## src/rtl/uart_tx_sched.sv

```systemverilog
// Two-requester UART frame scheduler: grants one byte per frame and paces the 10 bit periods.
// Latency: ack/po_flag are combinational in the grant cycle; done pulses 10*BAUD_CNT_MAX+1 cycles later.
// Backpressure: requests are ignored while a frame is in flight; the `UART_TX_SCHED_RR_EN macro selects round-robin arbitration over fixed req0 priority.
module uart_tx_sched #(
    parameter int BAUD_CNT_MAX = 5207,
    parameter int BAUD_W       = 13
) (
    input  logic       sclk,
    input  logic       rst_n,
    input  logic       req0,
    input  logic [7:0] data0,
    output logic       ack0,
    input  logic       req1,
    input  logic [7:0] data1,
    output logic       ack1,
    output logic       po_flag,
    output logic [7:0] po_data,
    output logic       tx_bit_flag,
    output logic [3:0] tx_bit_cnt,
    output logic       busy,
    output logic       grant,
    output logic       done
);

    localparam logic [0:0] IDLE = 1'b0;
    localparam logic [0:0] SEND = 1'b1;

    logic [0:0]        state;
    logic [BAUD_W-1:0] baud_cnt;
    logic              baud_end;
    logic              grant_now;
    logic              win;

    assign baud_end  = (baud_cnt == BAUD_W'(BAUD_CNT_MAX - 1));
    // Gated with rst_n so the combinational pulses also drop the moment reset asserts.
    assign grant_now = rst_n && (state == IDLE) && (req0 || req1);

`ifdef UART_TX_SCHED_RR_EN
    logic rr_pri;   // 1: req1 wins the next tie

    always_comb begin
        win = ~req0;
        if (req0 && req1)
            win = rr_pri;
    end

    always_ff @(posedge sclk or negedge rst_n) begin
        if (!rst_n)
            rr_pri <= 1'b0;
        else if (grant_now)
            rr_pri <= ~win;
    end
`else
    always_comb win = ~req0;
`endif

    assign po_flag     = grant_now;
    assign ack0        = grant_now && !win;
    assign ack1        = grant_now && win;
    assign busy        = (state == SEND);
    assign tx_bit_flag = (state == SEND) && (baud_cnt == '0);

    always_ff @(posedge sclk or negedge rst_n) begin
        if (!rst_n) begin
            state      <= IDLE;
            baud_cnt   <= '0;
            tx_bit_cnt <= 4'd0;
            po_data    <= 8'h00;
            grant      <= 1'b0;
            done       <= 1'b0;
        end else begin
            done <= 1'b0;
            if (state == IDLE) begin
                if (grant_now) begin
                    state      <= SEND;
                    baud_cnt   <= '0;
                    tx_bit_cnt <= 4'd0;
                    po_data    <= win ? data1 : data0;
                    grant      <= win;
                end
            end else begin
                if (baud_end) begin
                    baud_cnt <= '0;
                    if (tx_bit_cnt == 4'd9) begin
                        state      <= IDLE;
                        tx_bit_cnt <= 4'd0;
                        done       <= 1'b1;
                    end else begin
                        tx_bit_cnt <= tx_bit_cnt + 4'd1;
                    end
                end else begin
                    baud_cnt <= baud_cnt + BAUD_W'(1);
                end
            end
        end
    end

endmodule
```

## config.mk

```make
export PLATFORM = sky130hd
export DESIGN_NAME = uart_tx_sched
export DESIGN_NICKNAME = d
export VERILOG_FILES = /design/src/rtl/uart_tx_sched.sv
export SDC_FILE = /design/constraint.sdc
export NUM_CORES = 1
export LEC_CHECK = 0
export ABC_AREA = 0
export BUFFER_PORTS_ARGS = -buffer_cell sky130_fd_sc_hd__buf_2
export CAP_MARGIN = 20
export CORE_MARGIN = 2
export CORE_UTILIZATION = 50
export CTS_CLUSTER_DIAMETER = 50
export CTS_CLUSTER_SIZE = 12
export DETAILED_ROUTE_END_ITERATION = 8
export PLACE_DENSITY_LB_ADDON = 0.12
export RECOVER_POWER = 50
export SLEW_MARGIN = 30
export SYNTH_ARGS = -nofsm -noshare
export SYNTH_HDL_FRONTEND = slang
export SYNTH_SLANG_ARGS = --single-unit
```

## constraint.sdc

```tcl
create_clock -name sclk -period 5 [get_ports sclk]
set_clock_uncertainty 0.15 [all_clocks]
set_input_delay 1 -clock sclk [delete_from_list [all_inputs] [get_ports sclk]]
set_output_delay 1 -clock sclk [all_outputs]
set_load 0.01 [all_outputs]
```

==> results of run 1 <==
==> cell type report <==
cell class / count / share of cell area, %
Timing Repair Buffer: 39 / 10.2
Sequential cell: 28 / 39.1
Tap cell: 44 / 3.07
Clock buffer: 3 / 1.26
Inverter: 10 / 2.09
Multi-Input combinational cell: 120 / 44.3
==> kinds of logic (layout without fill, tap and decap cells) <==
logic type	count (synthesis)	after routing	synth area share, %
adder cells (fa/ha/maj)	5	5	3.91
AND/OR/NAND/NOR	69	69	23.9
buffers and inverters	21	52	6.42
multiplexers	13	13	8.76
AO/OA/AOI/OAI	33	33	13.2
flip-flops	28	28	43.8
==> cells in the mapped netlist (all sizes together) (5+ instances only) <==
cell and n:
inv 10, mux2i 11, nor2 8, ha 5
nand4 9, nand3 10, nand2 20, buf 7
a21oi 8, o21ai 12, nor3 5, dfrtp 28
==> through the flow <==
| step | hold WS [ns] | area [µm²] | setup slack [ns] | power [mW] |
|---|---|---|---|---|
| CTS | 0.357 | 1810 | 1.45 | 0.345 |
| detailed placement | 0.324 | 1790 | 1.45 | 0.250 |
| global route | 0.377 | 1790 | 0.849 | 0.357 |
| global placement | 0.313 | 1790 | 1.53 | 0.249 |
| floorplan | 0.366 | 1600 | 2.14 | 0.237 |
| finish | 0.357 | 1790 | 1.14 | 0.341 |
==> path summary, 6_finish.rpt <==
check,startpoint,to,slack (ns),cells after the start
worst max-delay path,rst_n,ack0,1.14,4
worst min-delay path,po_data[3],po_data[3],0.36,2
worst max register to register,busy,tx_bit_cnt[1],2.51,5
worst min register to register,po_data[3],po_data[3],0.36,2
max in group asynchronous,rst_n,baud_cnt[10],2.76,2
min in group asynchronous,rst_n,done,1.06,2
==> cell usage in the layout, fill, tap and decap left out <==
cell type / netlist / routed
a21o_1: 4 / 4
a21oi_1: 7 / 7
a21oi_2: 1 / 1
a22o_1: 2 / 2
a41oi_1: 1 / 1
a41oi_2: 1 / 1
and2_1: 3 / 3
and3_1: 4 / 4
and4_1: 2 / 3
and4_4: 2 / 1
buf_2: 4 / 29
clkbuf_1: 4 / 10
clkbuf_4: 0 / 3
dfrtp_1: 28 / 28
ha_1: 5 / 5
inv_1: 10 / 10
mux2_4: 2 / 2
mux2i_1: 11 / 11
nand2_1: 20 / 20
nand2b_1: 1 / 1
nand3_1: 10 / 10
nand3b_1: 1 / 1
nand4_1: 9 / 9
nor2_1: 8 / 8
nor3_1: 5 / 5
nor3b_1: 1 / 1
nor4_1: 1 / 1
nor4_2: 1 / 1
nor4_4: 1 / 1
o21ai_0: 12 / 12
o21bai_1: 1 / 1
o22a_1: 1 / 1
o22ai_1: 3 / 3
==> flip-flops by register name (all words and copies together) (netlist names) <==
signal	flops
busy	1
done	1
po_data	8
tx_bit_cnt	4
baud_cnt	13
grant	1
==> per-layer routing <==
layer	up-vias	track usage (%)	share of wire, %
li1	667	-	-
met1	642	28.7	47
met2	28	35.9	49
met3	6	2.99	2.8
met4	0	6.52	1.3
met5	-	0	0
==> worst max-delay path: cells and delay by family <==
kind | cells | cell delay [ns]
AND/OR/NAND/NOR | 1 | 0.29
buffers and inverters | 3 | 1.42
==> power by group through the flow <==
stage	clock network [mW]	registers, mW	logic (mW)
after floorplan	0	0.231	0.00577
after CTS	0.0988	0.227	0.0193
final	0.0958	0.227	0.0183
after global routing	0.110	0.227	0.0210
after detailed placement	0	0.231	0.0192
after global placement	0	0.231	0.0184
==> impl_metrics.toml, run 1 <==
[timing]
drv_slew = 30
tns_ns = 0
finalCriticalPeriod_ns = 3.86
report.final.setup_viol = 0
hold_viol = 0
fin_crit_sh_pct = 77.3
fmax_ghz = 0.259
worst_slew_pin_slew_ns = 1.54
rsz0062_at_grt = "no"
slew_headroom_pct = -2.48

[clock_network]
insertion_delay_ns = 0.33
clock_path_buffers = 2
clk_pin_slew_ns = 0.15
cts_tree = "done"
htreeDepth = 1
cts-hold-fix-buffers = 0
cts.sinks = 28
postCtsSetupBuffers = 0
cts_buffers = 3
cts-resized-gates = 0
ctsRootBufferMaster = "clkbuf_4"

[finish]
multiInputGateArea_um2 = 793
antenna_cells = 0
final_cells = 244
drive_above_1_share_pct = 19.5
synthToLayoutAreaGrowth_pct = 12.1
regArea_um2 = 701
fin_util_pct = 58.7
nFillCells = 312
nets = 227

[power]
p_sw_mw = 0.0774
ir_drop_v = 0.0000994
switching_share_pct = 22.7
internal_power_mw = 0.263
pwr-share-clk_pct = 28.1
seq_power_share_pct = 66.5
pwr-share-comb_pct = 5.4
pwr_density_cell_nw_per_um2 = 190
leakage_nw = 0.882

[yosys]
synth_area_leaders = "dfrtp_1, mux2i_1, nand2_1"
synth_area_um2 = 1600
yosysUniqueCellTypes = 34
ys_seq_area_share_pct = 43.8
ys_ff_latch = 28
syn_area_per_cell_um2 = 9.46
synth_flop_cell = "dfrtp_1"
synth_area_leader_cell = "dfrtp_1"
yosysTopAreaCellShare_pct = 43.8
ys.warnings.count = 0
synth_edf_count = 0
synth_nets = 194
async_flop_share_pct = 100
synth_cells = 169

[detailed_routing]
vias = 1343
post_drt_wl_per_cell_um = 14.7
wl_mm = 3.59
routed_via_density = 5.50
ant_nets = 0
drc_errors = 0
drtPass1Iterations = 4
first_iter_violations = 31

[worst_setup_path]
cp_max_fo = 29
cp-end-kind = "primary output"
crit_top_cell = "clkbuf_1"
setup.worst_path.start_class = "input pin"
critical_path_arrival_ns = 2.71
slowest_stage = "clkbuf_1"
required_ns = 3.85
crit_chain = "clkbuf_1 -> clkbuf_1 -> and3_1 -> buf_2"
critPathKind = "in2out"
slowest_delay_ns = 1.14

[floorplan]
initial_utilization_pct = 52.4
die_w_um = 60.6
core_area_um2 = 3050
rows = 20
ios = 39
dieHeight_um = 60.6
dieArea_um2 = 3670

[place]
gp_congestion = 0.844
dpl.hpwl_mm = 2.61
io_buffers = 38
dp_cells = 241

[flow_run]
cap_violations = 1

[run_status]
status = "finished, violations left"
violations = "max-capacitance violations, max-slew violations"

[grt]
antenna_found_initial = 0
grtUsageTotal_pct = 21.3
grt_start_max_net_pins = 30
grt-ovfl-total = 0
grt_pass1_vias = 1293
grt_pass1_wl_mm = 5.85

[worst_hold_path]
hold_class = "reg2reg"
Power figures use the tool's default switching activity.
==> run 2, diff against run 1 <==
Settings changed: ABC_AREA 0 to 1.
Clock period 5 ns to 3.67 ns, I/O delays scaled along.
==> run 2 against run 1 <==
  * The flow now finishes without violations
  * Die area is 0.81% higher
  * Via count is 8.9% higher
  * Synthesized cell count is 28% higher
  * Total power is 63% higher
  * Worst setup slack worse by 0.38 ns
  * First-iteration DRC count is 140% higher
  * Clock-buffer cell count stayed put
  * Highest routed layer unchanged
==> impl_metrics.toml, run 2 <==
[yosys]
synth_cells = 216
ys_seq_area_share_pct = 43.4
synth_area_um2 = 1610
yosys-top-cells-count = "nand2_1, nand3_1, dfrtp_1"
yosysUniqueCellTypes = 27
synth_nets = 241
synth_area_leader_cell = "dfrtp_1"
ys.warnings.count = 0
synth_flop_cell = "dfrtp_1"
syn_area_per_cell_um2 = 7.47
synth_area_leaders = "dfrtp_1, nand2_1, nand3_1"
ys_ff_latch = 28
yosysTopAreaCellShare_pct = 43.4
synth_edf_count = 0
async_flop_share_pct = 100
yosysMostFrequentCell = "nand2_1"

[grt]
grt_pass1_vias = 1362
antenna_found_initial = 0
grt_start_max_net_pins = 29
grt_pass1_wl_mm = 5.86
grtUsageTotal_pct = 21.1
grt-ovfl-total = 0

[floorplan]
dieHeight_um = 60.8
ios = 39
rows = 20
core_area_um2 = 3050
initial_utilization_pct = 52.8
die_w_um = 60.8
dieArea_um2 = 3700

[timing]
report.final.setup_viol = 0
rsz0062_at_grt = "no"
tns_ns = 0
drv_slew = 0
slew_headroom_pct = 4.13
hold_viol = 0
worst_slew_pin_slew_ns = 1.44
worst_slack_ns = 0.756
fmax_ghz = 0.343
finalCriticalPeriod_ns = 2.91
fin_crit_sh_pct = 79.4

[place]
dp_slack_ns = 1.23
dpl.hpwl_mm = 2.60
io_buffers = 38
dpl_cell_area_um2 = 1820
gp_congestion = 0.920
dp_cells = 293

[finish]
antenna_cells = 0
nets = 279
synthToLayoutAreaGrowth_pct = 15.2
final_cells = 297
final_cell_area_um2 = 1860
largest_reg_flops = 13
final_common_cell = "nand2_1"
reg_top3 = "baud_cnt x13, po_data x8, tx_bit_cnt x4"
drive_above_1_share_pct = 18.6
regMostFlops = "baud_cnt"
layout_common_cells = "nand2_1, buf_2, nand3_1, dfrtp_1, inv_1"

[clock_network]
cts_buffers = 3
clk_pin_slew_ns = 0.14
clock_path_buffers = 2
cts_tree = "done"
cts-hold-fix-buffers = 0
cts-resized-gates = 0
cts.sinks = 28
htreeDepth = 1
postCtsSetupBuffers = 0
ctsRootBufferMaster = "clkbuf_4"
insertion_delay_ns = 0.34

[worst_setup_path]
required_ns = 2.79
setup.worst_path.start_class = "input pin"
cp_max_fo = 10
cp-end-kind = "primary output"
critPathKind = "in2out"
critical_path_arrival_ns = 2.03

[detailed_routing]
post_drt_wl_per_cell_um = 11.4
drtPass1Iterations = 4
drc_errors = 0
ant_nets = 0
routed_via_density = 4.93
wl_mm = 3.39
vias = 1463
first_iter_violations = 75

[power]
internal_power_mw = 0.440
leakage_nw = 0.973
seq_power_share_pct = 57.5
p_sw_mw = 0.114
pwr-share-comb_pct = 6.1
pwr_density_cell_nw_per_um2 = 298
pwr-share-clk_pct = 36.4
ir_drop_v = 0.000195
switching_share_pct = 20.5

[run_status]
status = "finished clean"

[worst_hold_path]
hold_class = "reg2reg"

[flow_run]
cap_violations = 0
run 2: final timing paths:
kind                                  start            end  slack, ns  depth (start not counted)
worst max register to register  baud_cnt[0]  tx_bit_cnt[0]       1.83                          9
worst min-delay path             po_data[6]     po_data[6]       0.37                          2
worst max-delay path                   req0           ack0       0.76                          6
max in group asynchronous             rst_n          grant       1.77                          2
worst min register to register   po_data[6]     po_data[6]       0.37                          2
min in group asynchronous             rst_n    baud_cnt[6]       0.75                          2
run 2: power groups by stage:
| stage | Clock [mW] | Combinational (mW) | Sequential (mW) |
|---|---|---|---|
| after floorplan | 0 | 0.00695 | 0.327 |
| after global placement | 0 | 0.0359 | 0.324 |
| after detailed placement | 0 | 0.0367 | 0.324 |
| after CTS | 0.206 | 0.0362 | 0.318 |
| after global routing | 0.219 | 0.0383 | 0.319 |
| final | 0.202 | 0.0339 | 0.318 |
run 2: final cells by class:
cell class	instances	area (µm²)
clock buffer	3	22.5
multi-input combinational	158	764
sequential	28	701
timing repair buffer	39	191
tap	44	55.1
fill	304	1190
clock inverter	1	30.0
inverter	24	93.8
run 2: metrics by stage:
step	hold slack, ns	power, mW	util, %
floorplan	0.288	0.334	-
global placement	0.333	0.360	59.6
detailed placement	0.334	0.360	59.6
CTS	0.302	0.561	61.4
global route	0.401	0.577	60.9
finish	0.367	0.554	60.9
run 2: kinds of logic (layout without fill, tap and decap cells):
group                    count (synthesis)  in the layout  share of synthesized area, %
AND/OR/NAND/NOR                        137            137                          37.9
XOR/XNOR                                 3              3                          1.63
AO/OA/AOI/OAI                           13             13                          4.50
buffers and inverters                   30             67                          8.61
adder cells (fa/ha/maj)                  5              5                          3.88
flip-flops                              28             28                          43.4
run 2: per-layer routing:
layer | track usage [%] | vias to the layer above | share of wire [%] | wire [µm]
li1 | - | 760 | - | -
met1 | 31.4 | 655 | 50 | 1700
met2 | 30.9 | 42 | 42 | 1440
met3 | 5.12 | 6 | 5.8 | 197
met4 | 5.28 | 0 | 1.4 | 48
met5 | 0 | - | 0 | 0
run 2: critical path: stages:
cell        delay (ns)
clkbuf_1          0.15
o21ai_0           0.43
nor2_4            0.08
nand2_1           0.09
clkinvlp_2        0.29
buf_2             0.25
==> run 3, diff against run 2 <==
Clock period 3.67 ns to 3 ns, I/O delays scaled along.
==> run 3 against run 2 <==
  * Clock-buffer cell count up 1
  * Clock power decreased by 8%
  * Largest cell class unchanged
  * First-iteration DRC count grew 28%
==> impl_metrics.toml, run 3 (same netlist as run 2, synthesis figures left out) <==
[run_status]
status = "finished clean"

[clock_network]
cts-resized-gates = 0
postCtsSetupBuffers = 0
htreeDepth = 1
cts_tree = "done"
clk_pin_slew_ns = 0.16
ctsRootBufferMaster = "clkbuf_4"
cts-hold-fix-buffers = 0
cts.sinks = 28
insertion_delay_ns = 0.33
clock_path_buffers = 2
cts_buffers = 3

[detailed_routing]
wl_mm = 3.43
drtPass1Iterations = 5
first_iter_violations = 96
routed_via_density = 4.92
vias = 1460
post_drt_wl_per_cell_um = 11.5
ant_nets = 0
drc_errors = 0

[worst_setup_path]
r2r-end = "tx_bit_cnt[1]"
r2r_slack_ns = 1.23
critPathKind = "reg2out"
critical_path_arrival_ns = 1.73
cp-end-kind = "primary output"
cp_max_fo = 11
r2r_cells = 9
setup.worst_path.start_class = "register"
r2r_start = "baud_cnt[0]"
required_ns = 2.25

[worst_hold_path]
worst_hold_startpoint = "data1[5]"
hold_class = "in2reg"
min_to = "po_data[5]"
holdPathStages = 3

[floorplan]
rows = 20
dieHeight_um = 60.8
ios = 39
die_w_um = 60.8
initial_utilization_pct = 52.8
dieArea_um2 = 3700
core_area_um2 = 3050

[timing]
report.final.setup_viol = 0
slew_headroom_pct = 1.36
hold_viol = 0
fin_crit_sh_pct = 82.8
finalCriticalPeriod_ns = 2.48
worst_slew_pin_slew_ns = 1.48
drv_slew = 0
rsz0062_at_grt = "no"
tns_ns = 0
fmax_ghz = 0.403

[power]
pwr_density_cell_nw_per_um2 = 335
ir_drop_v = 0.000250
leakage_nw = 0.970

[finish]
regMostFlops = "baud_cnt"
drive_above_1_share_pct = 19.4
largest_reg_flops = 13
layout_common_cells = "nand2_1, buf_2, nand3_1, dfrtp_1, inv_1"
final_cell_area_um2 = 1840
synthToLayoutAreaGrowth_pct = 14.4
final_common_cell = "nand2_1"
reg_top3 = "baud_cnt x13, po_data x8, tx_bit_cnt x4"
nets = 279
antenna_cells = 0

[place]
dpl.hpwl_mm = 2.64
gp_congestion = 0.893
io_buffers = 38
dpl_cell_area_um2 = 1820

[grt]
grt-ovfl-total = 0
grt_start_max_net_pins = 29
grt_pass1_vias = 1342
antenna_found_initial = 0
grtUsageTotal_pct = 20.1
grt_pass1_wl_mm = 5.62

[flow_run]
cap_violations = 0
-- run 3: changes by cell type in the layout (fill, tap and decap cells not counted), sizes merged --
cell | previous run | this run
buf | 36 | 37
bufinv | 1 | 0
-- run 3: cell type report --
type | count | area (µm²)
multi-input cells | 158 | 766
fillers | 291 | 1210
flip-flops and latches | 28 | 701
repair buffers | 39 | 193
well taps | 44 | 55.1
inverters | 24 | 93.8
clock buffers | 4 | 36.3
-- run 3: worst max-delay path by stage --
stage,cells after the start,from,slack (ns),endpoint
finish,4,busy,0.52,ack0
global route,4,busy,0.38,ack0
CTS,5,baud_cnt[0],0.71,tx_bit_flag
detailed placement,6,req0,0.83,ack0
global placement,6,req0,0.86,ack0
floorplan,4,baud_cnt[0],1.13,tx_bit_flag
-- run 3: routing by layer --
layer	track usage, %	share of wire, %
met5	0	0
met4	7.45	0.61
met3	3.20	4.8
met2	31.5	44
met1	28.0	50
-- run 3: critical path, cell delays in order, from the launching register on --
cell	delay, ns
dfrtp_1	0.54
nor2_1	0.35
nand2_1	0.11
clkinvlp_2	0.24
buf_2	0.18
-- run 3: report_power, final --
part / total [mW] / switching (mW) / internal [mW]
Sequential: 0.390 / 0.00446 / 0.385
Clock: 0.185 / 0.111 / 0.0743
Combinational: 0.0425 / 0.0238 / 0.0187
-- run 3: metrics by stage --
step | util [%] | power (mW) | std cells | setup slack, ns | hold WS, ns
finish | 60.4 | 0.617 | 297 | 0.517 | 0.310
detailed placement | 59.6 | 0.441 | 293 | 0.834 | 0.336
global placement | 59.6 | 0.441 | 293 | 0.861 | 0.343
global route | 60.4 | 0.643 | 297 | 0.378 | 0.299
floorplan | - | 0.409 | 216 | 1.13 | 0.154
CTS | 60.8 | 0.626 | 297 | 0.706 | 0.158
